$ cat src/rtl/fetch_pkg.sv
// Shared types and helpers for the instruction fetch/realign stage.
package fetch_pkg;

    localparam int HW_DEPTH = 4;

    typedef logic [15:0] halfword_t;

    typedef enum logic [1:0] {
        IDLE,
        REQ,
        DISCARD
    } fetch_state_t;

    function automatic logic is_compressed(input halfword_t hw);
        return hw[1:0] != 2'b11;
    endfunction

endpackage

$ cat src/rtl/fetch_hwq.sv
// Four-entry halfword FIFO: up to two pushes and two pops per cycle, with flush.
module fetch_hwq
    import fetch_pkg::*;
(
    input  logic      clk,
    input  logic      resetn,
    input  logic      flush,
    input  logic [1:0] push_cnt,
    input  halfword_t push_hw0,
    input  halfword_t push_hw1,
    input  logic [1:0] pop_cnt,
    output logic [2:0] count,
    output halfword_t head0,
    output halfword_t head1
);

    halfword_t  slots [HW_DEPTH];
    logic [1:0] rd_ptr;
    logic [1:0] wr_ptr;

    always_ff @(posedge clk) begin
        if (!resetn) begin
            rd_ptr <= 2'd0;
            wr_ptr <= 2'd0;
            count  <= 3'd0;
            for (int i = 0; i < HW_DEPTH; i++) begin
                slots[i] <= '0;
            end
        end else if (flush) begin
            rd_ptr <= 2'd0;
            wr_ptr <= 2'd0;
            count  <= 3'd0;
        end else begin
            if (push_cnt != 2'd0) begin
                slots[wr_ptr] <= push_hw0;
            end
            if (push_cnt == 2'd2) begin
                slots[wr_ptr + 2'd1] <= push_hw1;
            end
            wr_ptr <= wr_ptr + push_cnt;
            rd_ptr <= rd_ptr + pop_cnt;
            count  <= count + {1'b0, push_cnt} - {1'b0, pop_cnt};
        end
    end

    assign head0 = slots[rd_ptr];
    assign head1 = slots[rd_ptr + 2'd1];

endmodule

$ cat src/rtl/fetch_align.sv
// Fetch stage: issues word reads, realigns halfwords into 16/32-bit instructions
// with their PC, and handles redirects including those that hit an in-flight read.
module fetch_align
    import fetch_pkg::*;
#(
    parameter logic [31:0] RESET_PC = 32'h0000_0000
) (
    input  logic        clk,
    input  logic        resetn,
    output logic        mem_valid,
    output logic        mem_instr,
    output logic [31:0] mem_addr,
    input  logic        mem_ready,
    input  logic [31:0] mem_rdata,
    input  logic        redirect_valid,
    input  logic [31:0] redirect_pc,
    output logic        out_valid,
    input  logic        out_ready,
    output logic [31:0] out_instr,
    output logic [31:0] out_pc,
    output logic        out_compressed
);

    fetch_state_t state, state_next;
    logic [31:0]  fetch_addr;
    logic [31:0]  pend_addr;
    logic [31:0]  pc;
    logic         drop;
    logic [2:0]   count;
    logic [2:0]   count_next;
    halfword_t    head0;
    halfword_t    head1;
    logic         head_c;
    logic         take;
    logic         complete;
    logic         busy;
    logic         room;
    logic [1:0]   push_cnt;
    logic [1:0]   pop_cnt;
    logic [31:0]  redirect_word;
    logic         unused_redirect_bit;

    assign unused_redirect_bit = redirect_pc[0];
    assign redirect_word       = {redirect_pc[31:2], 2'b00};

    assign head_c         = is_compressed(head0);
    assign out_compressed = head_c;
    assign out_valid      = head_c ? (count >= 3'd1) : (count >= 3'd2);
    assign out_instr      = head_c ? {16'h0000, head0} : {head1, head0};
    assign out_pc         = pc;
    assign take           = out_valid && out_ready;
    assign pop_cnt        = take ? (head_c ? 2'd1 : 2'd2) : 2'd0;

    assign mem_valid = (state != IDLE);
    assign mem_instr = mem_valid;
    assign mem_addr  = fetch_addr;
    assign complete  = mem_valid && mem_ready;
    assign busy      = mem_valid && !mem_ready;

    // Data from a discarded read or one completing under a redirect never enters the queue.
    assign push_cnt   = (complete && state == REQ && !redirect_valid) ? (drop ? 2'd1 : 2'd2) : 2'd0;
    assign count_next = count + {1'b0, push_cnt} - {1'b0, pop_cnt};
    assign room       = redirect_valid || (count_next <= 3'd2);

    fetch_hwq u_hwq (
        .clk      (clk),
        .resetn   (resetn),
        .flush    (redirect_valid),
        .push_cnt (push_cnt),
        .push_hw0 (drop ? mem_rdata[31:16] : mem_rdata[15:0]),
        .push_hw1 (mem_rdata[31:16]),
        .pop_cnt  (pop_cnt),
        .count    (count),
        .head0    (head0),
        .head1    (head1)
    );

    always_comb begin
        state_next = state;
        case (state)
            IDLE:    if (room) state_next = REQ;
            REQ: begin
                if (mem_ready) begin
                    state_next = room ? REQ : IDLE;
                end else if (redirect_valid) begin
                    state_next = DISCARD;
                end
            end
            DISCARD: if (mem_ready) state_next = room ? REQ : IDLE;
            default: state_next = IDLE;
        endcase
    end

    always_ff @(posedge clk) begin
        if (!resetn) begin
            state      <= IDLE;
            fetch_addr <= {RESET_PC[31:2], 2'b00};
            pend_addr  <= {RESET_PC[31:2], 2'b00};
            drop       <= RESET_PC[1];
            pc         <= RESET_PC;
        end else begin
            state <= state_next;
            if (redirect_valid) begin
                drop <= redirect_pc[1];
                pc   <= {redirect_pc[31:1], 1'b0};
                // An in-flight read keeps its address; the new target waits in pend_addr.
                if (busy) begin
                    pend_addr <= redirect_word;
                end else begin
                    fetch_addr <= redirect_word;
                end
            end else begin
                if (take) begin
                    pc <= pc + (head_c ? 32'd2 : 32'd4);
                end
                if (complete) begin
                    if (state == REQ) begin
                        fetch_addr <= fetch_addr + 32'd4;
                        drop       <= 1'b0;
                    end else begin
                        fetch_addr <= pend_addr;
                    end
                end
            end
        end
    end

endmodule

$ cat config.mk
export PLATFORM = sky130hd
export DESIGN_NAME = fetch_align
export DESIGN_NICKNAME = d
export VERILOG_FILES = /design/src/rtl/fetch_pkg.sv /design/src/rtl/fetch_hwq.sv /design/src/rtl/fetch_align.sv
export SDC_FILE = /design/constraint.sdc
export NUM_CORES = 1
export LEC_CHECK = 0
export ABC_AREA = 0
export ABC_CLOCK_PERIOD_IN_PS = 8300
export BUFFER_PORTS_ARGS = -buffer_cell sky130_fd_sc_hd__buf_2
export CAP_MARGIN = 0
export CORE_MARGIN = 2
export CORE_UTILIZATION = 55
export CTS_CLUSTER_SIZE = 16
export DETAILED_ROUTE_END_ITERATION = 6
export PLACE_DENSITY = 0.79
export SLEW_MARGIN = 0
export SYNTH_ARGS = -nofsm -noshare
export SYNTH_HDL_FRONTEND = slang
export SYNTH_HIERARCHICAL = 1
export SYNTH_SLANG_ARGS = --single-unit
$ cat constraint.sdc
create_clock -name clk -period 8.3 [get_ports clk]
set_input_delay 1.66 -clock clk [delete_from_list [all_inputs] [get_ports clk]]
set_output_delay 1.66 -clock clk [all_outputs]
set_load 0.01 [all_outputs]
==> flow_metrics.py, run 1 <==
metrics = {
    "power": {
        "clockPowerShare_pct": 37.1,
        "peakVddDrop_v": 0.0001519,
        "switchingPower_mw": 0.6409,
        "p_leak_nw": 4.332,
        "combPwrFrac_pct": 17.2,
        "swShare_pct": 30.88,
        "p_int_mw": 1.435,
        "seqPwrFrac_pct": 45.7,
        "power_density_nw_per_um2": 187.4,
    },
    "clock_network": {
        "root_buffer": "clkbuf_16",
        "cts_resized": 0,
        "htreeDepth": 4,
        "cts_setup_buffers": 0,
        "clock_latency_ns": 0.43,
        "cts_buffers": 17,
        "cts_tree": "done",
        "cts_sinks": 165,
        "cts.path.max_buffers": 2,
        "clk_pin_slew_ns": 0.07,
        "cts_hold_buf": 0,
    },
    "sta": {
        "whs_ns": 0.4590,
        "fin_crit_sh_pct": 58.58,
        "worst_slew_pin_slew_ns": 1.119,
        "skew_ns": 0.01193,
        "rsz0062_at_grt": "no",
        "hold_viol_final": 0,
        "setup_slack_ns": 3.437,
        "timing.max_slew.rel_slack_pct": 23.82,
        "max_freq_mhz": 205.7,
        "period_needed_ns": 4.863,
        "maxSlewViolCount": 0,
        "setup_viol": 0,
        "tns_ns": 0,
    },
    "flow_run": {
        "cap_violations": 0,
    },
    "finish": {
        "regArea_um2": 3945,
        "final_util_pct": 64.71,
        "multiInputGateArea_um2": 5206,
        "drive_gt1_share_pct": 27.18,
        "diodes": 0,
        "num-fill-cells": 1367,
        "nNetsFinal": 1203,
        "stdcell_area_um2": 11080,
        "syn_to_final_growth_pct": 16.61,
    },
    "setup_path": {
        "path_class": "primary input to register",
        "critPathRequiredTime_ns": 8.48,
        "rr_endpoint": "state[0]",
        "critPathCapture": "u_hwq/slots[3][3]",
        "reg2reg_setup_slack_ns": 4.54,
        "arrival_ns": 5.04,
        "reg2reg_depth": 14,
        "crit_path_start": "redirect_valid",
        "cp-start-kind": "primary input",
        "critical_path.endpoint_type": "register",
        "path_max_fanout": 71,
        "timing.rr.start": "u_hwq/rd_ptr[1]",
    },
    "placed_design": {
        "postPlaceCellArea_um2": 10490,
        "place_worst_setup_slack_ns": 3.035,
        "port_buffers": 164,
        "place.gp.congestion": 0.8537,
        "dp_hpwl_um": 17180,
    },
    "grt": {
        "grt_max_degree": 72,
        "grt_pass1_vias": 7918,
        "grt-ovfl-total": 0,
        "antenna_found_initial": 0,
        "grt_usage_pct": 28.42,
        "grt_pass1_wl_um": 41100,
    },
    "routing": {
        "drc": 0,
        "ant_nets": 0,
        "wire_per_inst_um": 19.11,
        "via_per_inst": 6.261,
        "routed_wl_um": 25960,
        "first_pass_iters": 5,
        "drt-initial-drc-count": 831,
        "vias": 8503,
    },
    "floorplan": {
        "io_pins": 169,
        "core.rowCount": 48,
        "chipHeight_um": 135.4,
        "dieArea_um2": 18340,
        "start_util_pct": 55.49,
        "fp.dieW_um": 135.4,
        "core_um2": 17120,
    },
    "synthesis": {
        "yosys_warnings": 6,
        "post_synth_inst_count": 991,
        "ys_async_sr_fraction_pct": 0,
        "synth_area_per_cell_um2": 9.584,
        "ys_seq_area_share_pct": 41.52,
        "synth_edf_count": 64,
        "synth_fa_ha_area_share_pct": 2.239,
        "synthFlopType": "dfxtp_1",
        "yosysUniqueCellTypes": 68,
        "syn_area_um2": 9498,
        "synth-compound-area-share_pct": 17.45,
        "ys_ff_latch": 165,
        "synth_top_family_by_area": "simple AND/OR/NAND/NOR gates",
        "synthSimpleGateAreaFrac_pct": 18.44,
        "synth-xor-area-share_pct": 3.689,
        "muxShareOfSynthArea_pct": 12.32,
    },
    "hold_path": {
        "min_path_type": "register to register",
    },
    "run_status": {
        "status": "finished clean",
    },
}
[per-stage QoR]
| step | power, mW | cells |
|---|---|---|
| 5_1_grt | 2.159 | 1358 |
| 3_3_place_gp | 1.308 | 1326 |
| 2_1_floorplan | 1.180 | 993 |
| 4_1_cts | 2.081 | 1358 |
| 6_report | 2.076 | 1358 |
| 3_5_place_dp | 1.317 | 1326 |
[worst max-delay path: stages]
cell,delay (ns)
buf_2,0.11
inv_2,0.03
buf_4,0.55
nand2_1,0.58
nor3_1,0.30
buf_4,0.21
nand2b_1,0.14
or4_1,0.96
mux2_2,0.46
[per-layer routing]
metal / track usage [%] / share of wire [%]
met1: 35.72 / 39
met2: 49.01 / 49
met3: 5.911 / 9.2
met4: 9.491 / 2.2
met5: 0 / 0
[final cells by class]
class | count | area share (%)
tap | 225 | 2.542
multi-input combinational | 728 | 47.01
clock inverter | 15 | 1.412
timing repair buffer | 184 | 8.766
clock buffer | 17 | 3.841
sequential | 165 | 35.62
inverter | 24 | 0.8134
[layout by cell type (no fill, tap or decap), drive strengths merged, types with 12 or more instances in the layout]
cell type / Yosys / routed
and3: 39 / 39
a22o: 48 / 48
dfxtp: 101 / 101
inv: 22 / 32
nor4: 20 / 20
mux4: 32 / 32
nor3: 34 / 34
edfxtp: 64 / 64
mux2: 33 / 33
a211oi: 12 / 12
o21ai: 49 / 49
nand3: 37 / 37
buf: 15 / 184
clkbuf: 61 / 17
nor2: 34 / 34
nand2: 130 / 130
a21oi: 88 / 88
xnor2: 33 / 33
[kinds of logic after synthesis]
logic type | Yosys count
muxes | 69
adders and majority gates | 14
buffers and inverters | 100
xor gates and xnor gates | 40
and+or+nand+nor | 350
other | 1
DFF | 165
AOI/OAI and AO/OA | 252
[flip-flops by register name, indices dropped and copies added (netlist names)]
name and count:
out_pc 31, u_hwq/rd_ptr 2, u_hwq/count 3, u_hwq/slots 64, mem_addr 30, state 2
pend_addr 30, drop 1, u_hwq/wr_ptr 2
[Yosys cell counts, drive strengths merged (3+ instances only)]
cell type / instances / share of area, %
o21ai: 49 / 2.6
nor2: 34 / 1.3
a221oi: 4 / 0.37
o31a: 3 / 0.28
mux2: 33 / 4.3
o221ai: 4 / 0.37
mux4: 32 / 7.6
nor2b: 4 / 0.26
fa: 5 / 1.1
clkbuf: 61 / 2.4
mux2i: 4 / 0.42
and3: 39 / 2.6
nand4: 9 / 0.66
o31ai: 4 / 0.32
nand2b: 8 / 0.53
a31oi: 5 / 0.33
or3: 8 / 0.58
inv: 22 / 0.87
dfxtp: 101 / 21
nor3: 34 / 1.8
xnor2: 33 / 3.0
ha: 9 / 1.2
and2: 7 / 0.46
or2: 5 / 0.33
nor4: 20 / 1.5
nor3b: 3 / 0.24
a311oi: 3 / 0.28
edfxtp: 64 / 20
a22o: 48 / 4.4
o211ai: 9 / 0.71
xor2: 7 / 0.65
nand2: 130 / 5.2
and4: 6 / 0.55
buf: 15 / 0.94
a211oi: 12 / 0.95
nand3: 37 / 1.9
a21oi: 88 / 4.6
[power groups by stage]
stage               sequential [mW]  clock (mW)  combinational, mW
floorplan                     0.961           0              0.219
global placement              0.962           0              0.346
detailed placement            0.964           0              0.353
CTS                           0.946       0.779              0.356
global route                  0.956       0.814              0.389
finish                        0.948       0.770              0.358
[how the worst min path moves through the flow]
stage,startpoint,endpoint,slack [ns],cells after the start
detailed placement,pend_addr[19],pend_addr[19],0.45,2
finish,pend_addr[25],pend_addr[25],0.46,2
global route,pend_addr[10],pend_addr[10],0.47,2
CTS,pend_addr[22],pend_addr[22],0.46,2
global placement,pend_addr[23],pend_addr[23],0.44,2
floorplan,pend_addr[23],pend_addr[23],0.43,2
(Power assumes the default switching activity.)
==> run 2, diff against run 1 <==
Settings changed: ABC_CLOCK_PERIOD_IN_PS 8300 to 5030.
Clock period 8.3 ns to 5.03 ns, I/O delays scaled along.
==> run 2 against run 1 <==
  * Non-clock buffer count grew 5
  * First-iteration DRC count shrank 1.1%
  * Clock skew shrank 0.0021 ns
  * Critical path type is now register to register
  * Critical endpoint is now state[0]
  * Highest routed layer unchanged
==> flow_metrics.py, run 2 (synthesis gave the netlist of run 1 again) <==
metrics = {
    "clock_network": {
        "root_buffer": "clkbuf_16",
        "clock_latency_ns": 0.43,
        "cts_setup_buffers": 0,
        "cts_hold_buf": 0,
        "cts_buffers": 17,
        "cts_sinks": 165,
        "htreeDepth": 4,
        "cts.path.max_buffers": 2,
        "cts_resized": 0,
        "clk_pin_slew_ns": 0.07,
        "cts_tree": "done",
    },
    "placed_design": {
        "port_buffers": 164,
        "dp_hpwl_um": 17890,
        "place_worst_setup_slack_ns": 1.224,
        "place.gp.congestion": 0.8992,
    },
    "sta": {
        "fin_crit_sh_pct": 75.28,
        "period_needed_ns": 3.787,
        "tns_ns": 0,
        "hold_viol_final": 0,
        "rsz0062_at_grt": "no",
        "timing.max_slew.rel_slack_pct": 30.86,
        "skew_ns": 0.009823,
        "worst_slew_pin_slew_ns": 1.036,
        "maxSlewViolCount": 0,
        "setup_slack_ns": 1.243,
        "setup_viol": 0,
        "max_freq_mhz": 264.1,
    },
    "routing": {
        "first_pass_iters": 6,
        "vias": 8627,
        "wire_per_inst_um": 19.57,
        "routed_wl_um": 26690,
        "via_per_inst": 6.325,
        "drc": 0,
        "ant_nets": 0,
        "drt-initial-drc-count": 822,
    },
    "floorplan": {
        "dieArea_um2": 18340,
        "fp.dieW_um": 135.4,
        "io_pins": 169,
        "core_um2": 17120,
        "core.rowCount": 48,
        "start_util_pct": 55.49,
        "chipHeight_um": 135.4,
    },
    "finish": {
        "regArea_um2": 3945,
        "drive_gt1_share_pct": 27.35,
        "multiInputGateArea_um2": 5206,
        "layout_commonest_cell": "buf_2",
        "regMostFlops": "u_hwq/slots",
        "largest_reg_flops": 64,
        "nNetsFinal": 1208,
        "syn_to_final_growth_pct": 17.77,
        "num-fill-cells": 1367,
        "final_cell_mix": "buf_2 (164), nand2_1 (129), dfxtp_1 (100), a21oi_1 (88), edfxtp_1 (64)",
    },
    "grt": {
        "top_usage_layer": "met2",
        "grt-ovfl-total": 0,
        "use_met3_pct": 6.023,
        "grt_pass1_vias": 8211,
        "grt_usage_pct": 29.53,
        "grt_max_degree": 71,
        "antenna_found_initial": 1,
        "grt_pass1_wl_um": 42490,
        "use_met2_pct": 50.14,
        "use_met1_pct": 37.14,
    },
    "setup_path": {
        "timing.rr.start": "u_hwq/rd_ptr[0]",
        "critPathRequiredTime_ns": 5.38,
        "crit_path_start": "u_hwq/rd_ptr[0]",
        "cp-start-kind": "register",
        "path_max_fanout": 19,
        "arrival_ns": 4.14,
        "reg2reg_depth": 14,
        "reg2reg_setup_slack_ns": 1.24,
        "critical_path.endpoint_type": "register",
        "path_class": "register to register",
        "rr_endpoint": "state[0]",
    },
    "hold_path": {
        "min_to": "pend_addr[30]",
        "hp-start": "pend_addr[30]",
        "min_path_type": "register to register",
        "whs_path_depth": 2,
    },
    "power": {
        "p_leak_nw": 4.382,
        "swShare_pct": 28.24,
        "switchingPower_mw": 1.022,
        "power_density_nw_per_um2": 323.6,
        "peakVddDrop_v": 0.0002706,
        "clockPowerShare_pct": 40.2,
        "combPwrFrac_pct": 16.5,
        "seqPwrFrac_pct": 43.3,
        "p_int_mw": 2.597,
    },
    "flow_run": {
        "cap_violations": 0,
    },
    "run_status": {
        "status": "finished clean",
    },
}
[run 2: through the flow]
step           utilization (%)  hold slack, ns  instances  instance area [um2]  total power [mW]
6_report                 65.35          0.4534       1364                11190             3.620
5_1_grt                  65.32          0.4687       1362                11180             3.756
4_1_cts                  65.32          0.4551       1362                11180             3.623
3_5_place_dp             61.53          0.4452       1331                10530             2.180
3_3_place_gp             61.53          0.4387       1331                10530             2.162
2_1_floorplan                -          0.4319        993                 9505             1.947
[run 2: how the worst max path moves through the flow]
| stage | endpoint | slack, ns | cells past startpoint |
|---|---|---|---|
| floorplan | u_hwq/slots[3][0] | 1.09 | 7 |
| global placement | u_hwq/slots[3][7] | 1.25 | 6 |
| detailed placement | u_hwq/slots[3][7] | 1.22 | 6 |
| CTS | state[0] | 1.21 | 14 |
| global route | state[0] | 0.83 | 14 |
| finish | state[0] | 1.24 | 14 |
[run 2: critical path: stages, from the launching register on]
cell and delay, ns:
dfxtp_1 0.81, mux4_2 0.61, a21boi_0 0.37, or2_2 0.21
nand2_1 0.10, nor2_1 0.21, ha_1 0.27, inv_1 0.06
ha_1 0.13, inv_1 0.05, fa_1 0.38, xor2_1 0.18
xnor2_1 0.14, o21ai_0 0.10, a21oi_1 0.12
[run 2: final cells by class]
| class | instances | area share [%] |
|---|---|---|
| Multi-Input combinational cell | 728 | 46.54 |
| Clock inverter | 14 | 2.002 |
| Inverter | 24 | 0.8054 |
| Clock buffer | 17 | 3.803 |
| Sequential cell | 165 | 35.27 |
| Timing Repair Buffer | 189 | 9.016 |
| Tap cell | 225 | 2.517 |
| Antenna cell | 2 | 0.04474 |
[run 2: power by group through the flow]
| stage | Clock (mW) | Sequential, mW | Combinational [mW] |
|---|---|---|---|
| after floorplan | 0 | 1.59 | 0.361 |
| after global placement | 0 | 1.59 | 0.574 |
| after detailed placement | 0 | 1.59 | 0.586 |
| after CTS | 1.47 | 1.56 | 0.591 |
| after global routing | 1.52 | 1.58 | 0.654 |
| final | 1.46 | 1.57 | 0.596 |
[run 2: routing by layer]
layer | share of wire [%] | up-vias | wire length (um)
met5 | 0 | - | 0
met4 | 2.3 | 0 | 611
met3 | 8.4 | 50 | 2230
met2 | 50 | 459 | 13290
met1 | 40 | 4134 | 10560
li1 | - | 3984 | -
==> run 3, diff against run 2 <==
Settings changed: ABC_CLOCK_PERIOD_IN_PS 5030 to 3800.
Clock period 5.03 ns to 3.8 ns, I/O delays scaled along.
==> run 3 against run 2 <==
  * Combinational power up 35%
  * Register-to-register slack worse by 0.81 ns
  * Sequential share of layout area grew 0.11 points
  * Global-route usage down 0.95 points
==> flow_metrics.py, run 3 (synthesis gave the netlist of run 1 again) <==
metrics = {
    "grt": {
        "grt_usage_pct": 28.58,
        "grt_pass1_vias": 7850,
        "grt-ovfl-total": 0,
        "antenna_found_initial": 1,
        "grt_max_degree": 61,
        "grt_pass1_wl_um": 41120,
    },
    "routing": {
        "routed_wl_um": 26560,
        "wire_per_inst_um": 19.41,
        "ant_nets": 0,
        "drc": 0,
        "vias": 8617,
        "via_per_inst": 6.299,
        "drt-initial-drc-count": 766,
        "first_pass_iters": 5,
    },
    "setup_path": {
        "path_max_fanout": 5,
        "critical_path.endpoint_type": "register",
        "arrival_ns": 3.73,
        "critPathRequiredTime_ns": 4.17,
        "path_class": "register to register",
        "cp-start-kind": "register",
    },
    "clock_network": {
        "cts_hold_buf": 0,
        "cts_setup_buffers": 0,
        "cts_tree": "done",
        "root_buffer": "clkbuf_16",
        "clock_latency_ns": 0.43,
        "clk_pin_slew_ns": 0.07,
        "cts_resized": 0,
        "htreeDepth": 4,
        "cts.path.max_buffers": 2,
        "cts_sinks": 165,
        "cts_buffers": 17,
    },
    "power": {
        "p_leak_nw": 4.380,
        "seqPwrFrac_pct": 45.2,
        "peakVddDrop_v": 0.0003402,
        "swShare_pct": 31.15,
        "clockPowerShare_pct": 37.2,
        "power_density_nw_per_um2": 409.9,
        "combPwrFrac_pct": 17.5,
        "p_int_mw": 3.147,
        "switchingPower_mw": 1.424,
    },
    "finish": {
        "multiInputGateArea_um2": 5206,
        "stdcell_count": 1368,
        "diodes": 0,
        "nNetsFinal": 1213,
        "largest_reg_flops": 64,
        "layout_commonest_cell": "buf_2",
        "syn_to_final_growth_pct": 17.41,
        "final_util_pct": 65.15,
        "drive_gt1_share_pct": 27.82,
        "regArea_um2": 3945,
        "regMostFlops": "u_hwq/slots",
        "final_cell_mix": "buf_2 (164), nand2_1 (129), dfxtp_1 (100), a21oi_1 (88), edfxtp_1 (64)",
        "num-fill-cells": 1394,
    },
    "sta": {
        "period_needed_ns": 3.366,
        "tns_ns": 0,
        "timing.max_slew.rel_slack_pct": 30.88,
        "rsz0062_at_grt": "no",
        "max_freq_mhz": 297.1,
        "skew_ns": 0.009315,
        "whs_ns": 0.4520,
        "fin_crit_sh_pct": 88.58,
        "setup_slack_ns": 0.4341,
        "setup_viol": 0,
        "hold_viol_final": 0,
        "worst_slew_pin_slew_ns": 1.032,
        "maxSlewViolCount": 0,
    },
    "placed_design": {
        "dp_hpwl_um": 18050,
        "dpl.cell_count": 1336,
        "place.gp.congestion": 0.8623,
        "place_worst_setup_slack_ns": 0.4404,
        "port_buffers": 164,
    },
    "floorplan": {
        "core_um2": 17120,
        "fp.dieW_um": 135.4,
        "chipHeight_um": 135.4,
        "dieArea_um2": 18340,
        "io_pins": 169,
        "start_util_pct": 55.49,
        "core.rowCount": 48,
    },
    "run_status": {
        "status": "finished clean",
    },
    "flow_run": {
        "cap_violations": 0,
    },
    "hold_path": {
        "min_path_type": "register to register",
    },
}
==> run 3: changes by cell type in the layout (fill, tap and decap cells not counted) <==
cell | previous run | this run
clkinvlp_4 | 4 | 3
diode_2 | 2 | 0
inv_8 | 2 | 6
clkinv_1 | 2 | 1
clkinv_4 | 0 | 2
clkinv_8 | 0 | 2
bufinv_16 | 5 | 0
buf_4 | 25 | 30
==> run 3: power by group through the flow <==
stage               logic (mW)  registers (mW)  clock network, mW
global route             0.871            2.08               1.79
floorplan                0.477            2.10                  0
global placement         0.771            2.10                  0
finish                   0.802            2.07               1.70
detailed placement       0.790            2.10                  0
CTS                      0.794            2.06               1.72
==> run 3: final cells by class <==
type / count / area share [%]
clock buffer: 17 / 3.815
tap: 225 / 2.524
clock inverter: 15 / 1.414
timing repair buffer: 194 / 9.380
inverter: 24 / 0.8078
sequential: 165 / 35.38
multi-input combinational: 728 / 46.68
==> run 3: stage by stage <==
stage / total power, mW / area, um2
6_report: 4.571 / 11150
5_1_grt: 4.739 / 11150
4_1_cts: 4.576 / 11150
3_5_place_dp: 2.891 / 10570
3_3_place_gp: 2.866 / 10570
2_1_floorplan: 2.577 / 9505
==> run 3: metal layers <==
metal	global-route usage, %	up-vias	wire, um
li1	-	3988	-
met1	36.94	4133	10620
met2	48.73	455	13280
met3	5.499	41	2193
met4	8.970	0	455
met5	0	-	0
==> run 3: worst max-delay path, stage by stage (launching register included) <==
cell      delay, ns
dfxtp_2        0.41
mux4_2         0.54
a21boi_0       0.37
or2_2          0.23
nand2_1        0.10
nor2_1         0.23
ha_1           0.28
inv_1          0.06
ha_1           0.13
inv_1          0.05
fa_1           0.37
xor2_1         0.18
xnor2_1        0.13
o21ai_0        0.10
a21oi_1        0.13
==> run 3: final timing paths <==
path,from,end,slack (ns),depth (start not counted)
max,u_hwq/rd_ptr[1],state[0],0.43,14
min,pend_addr[23],pend_addr[23],0.45,2
max reg2reg,u_hwq/rd_ptr[1],state[0],0.43,14
min reg2reg,pend_addr[23],pend_addr[23],0.45,2
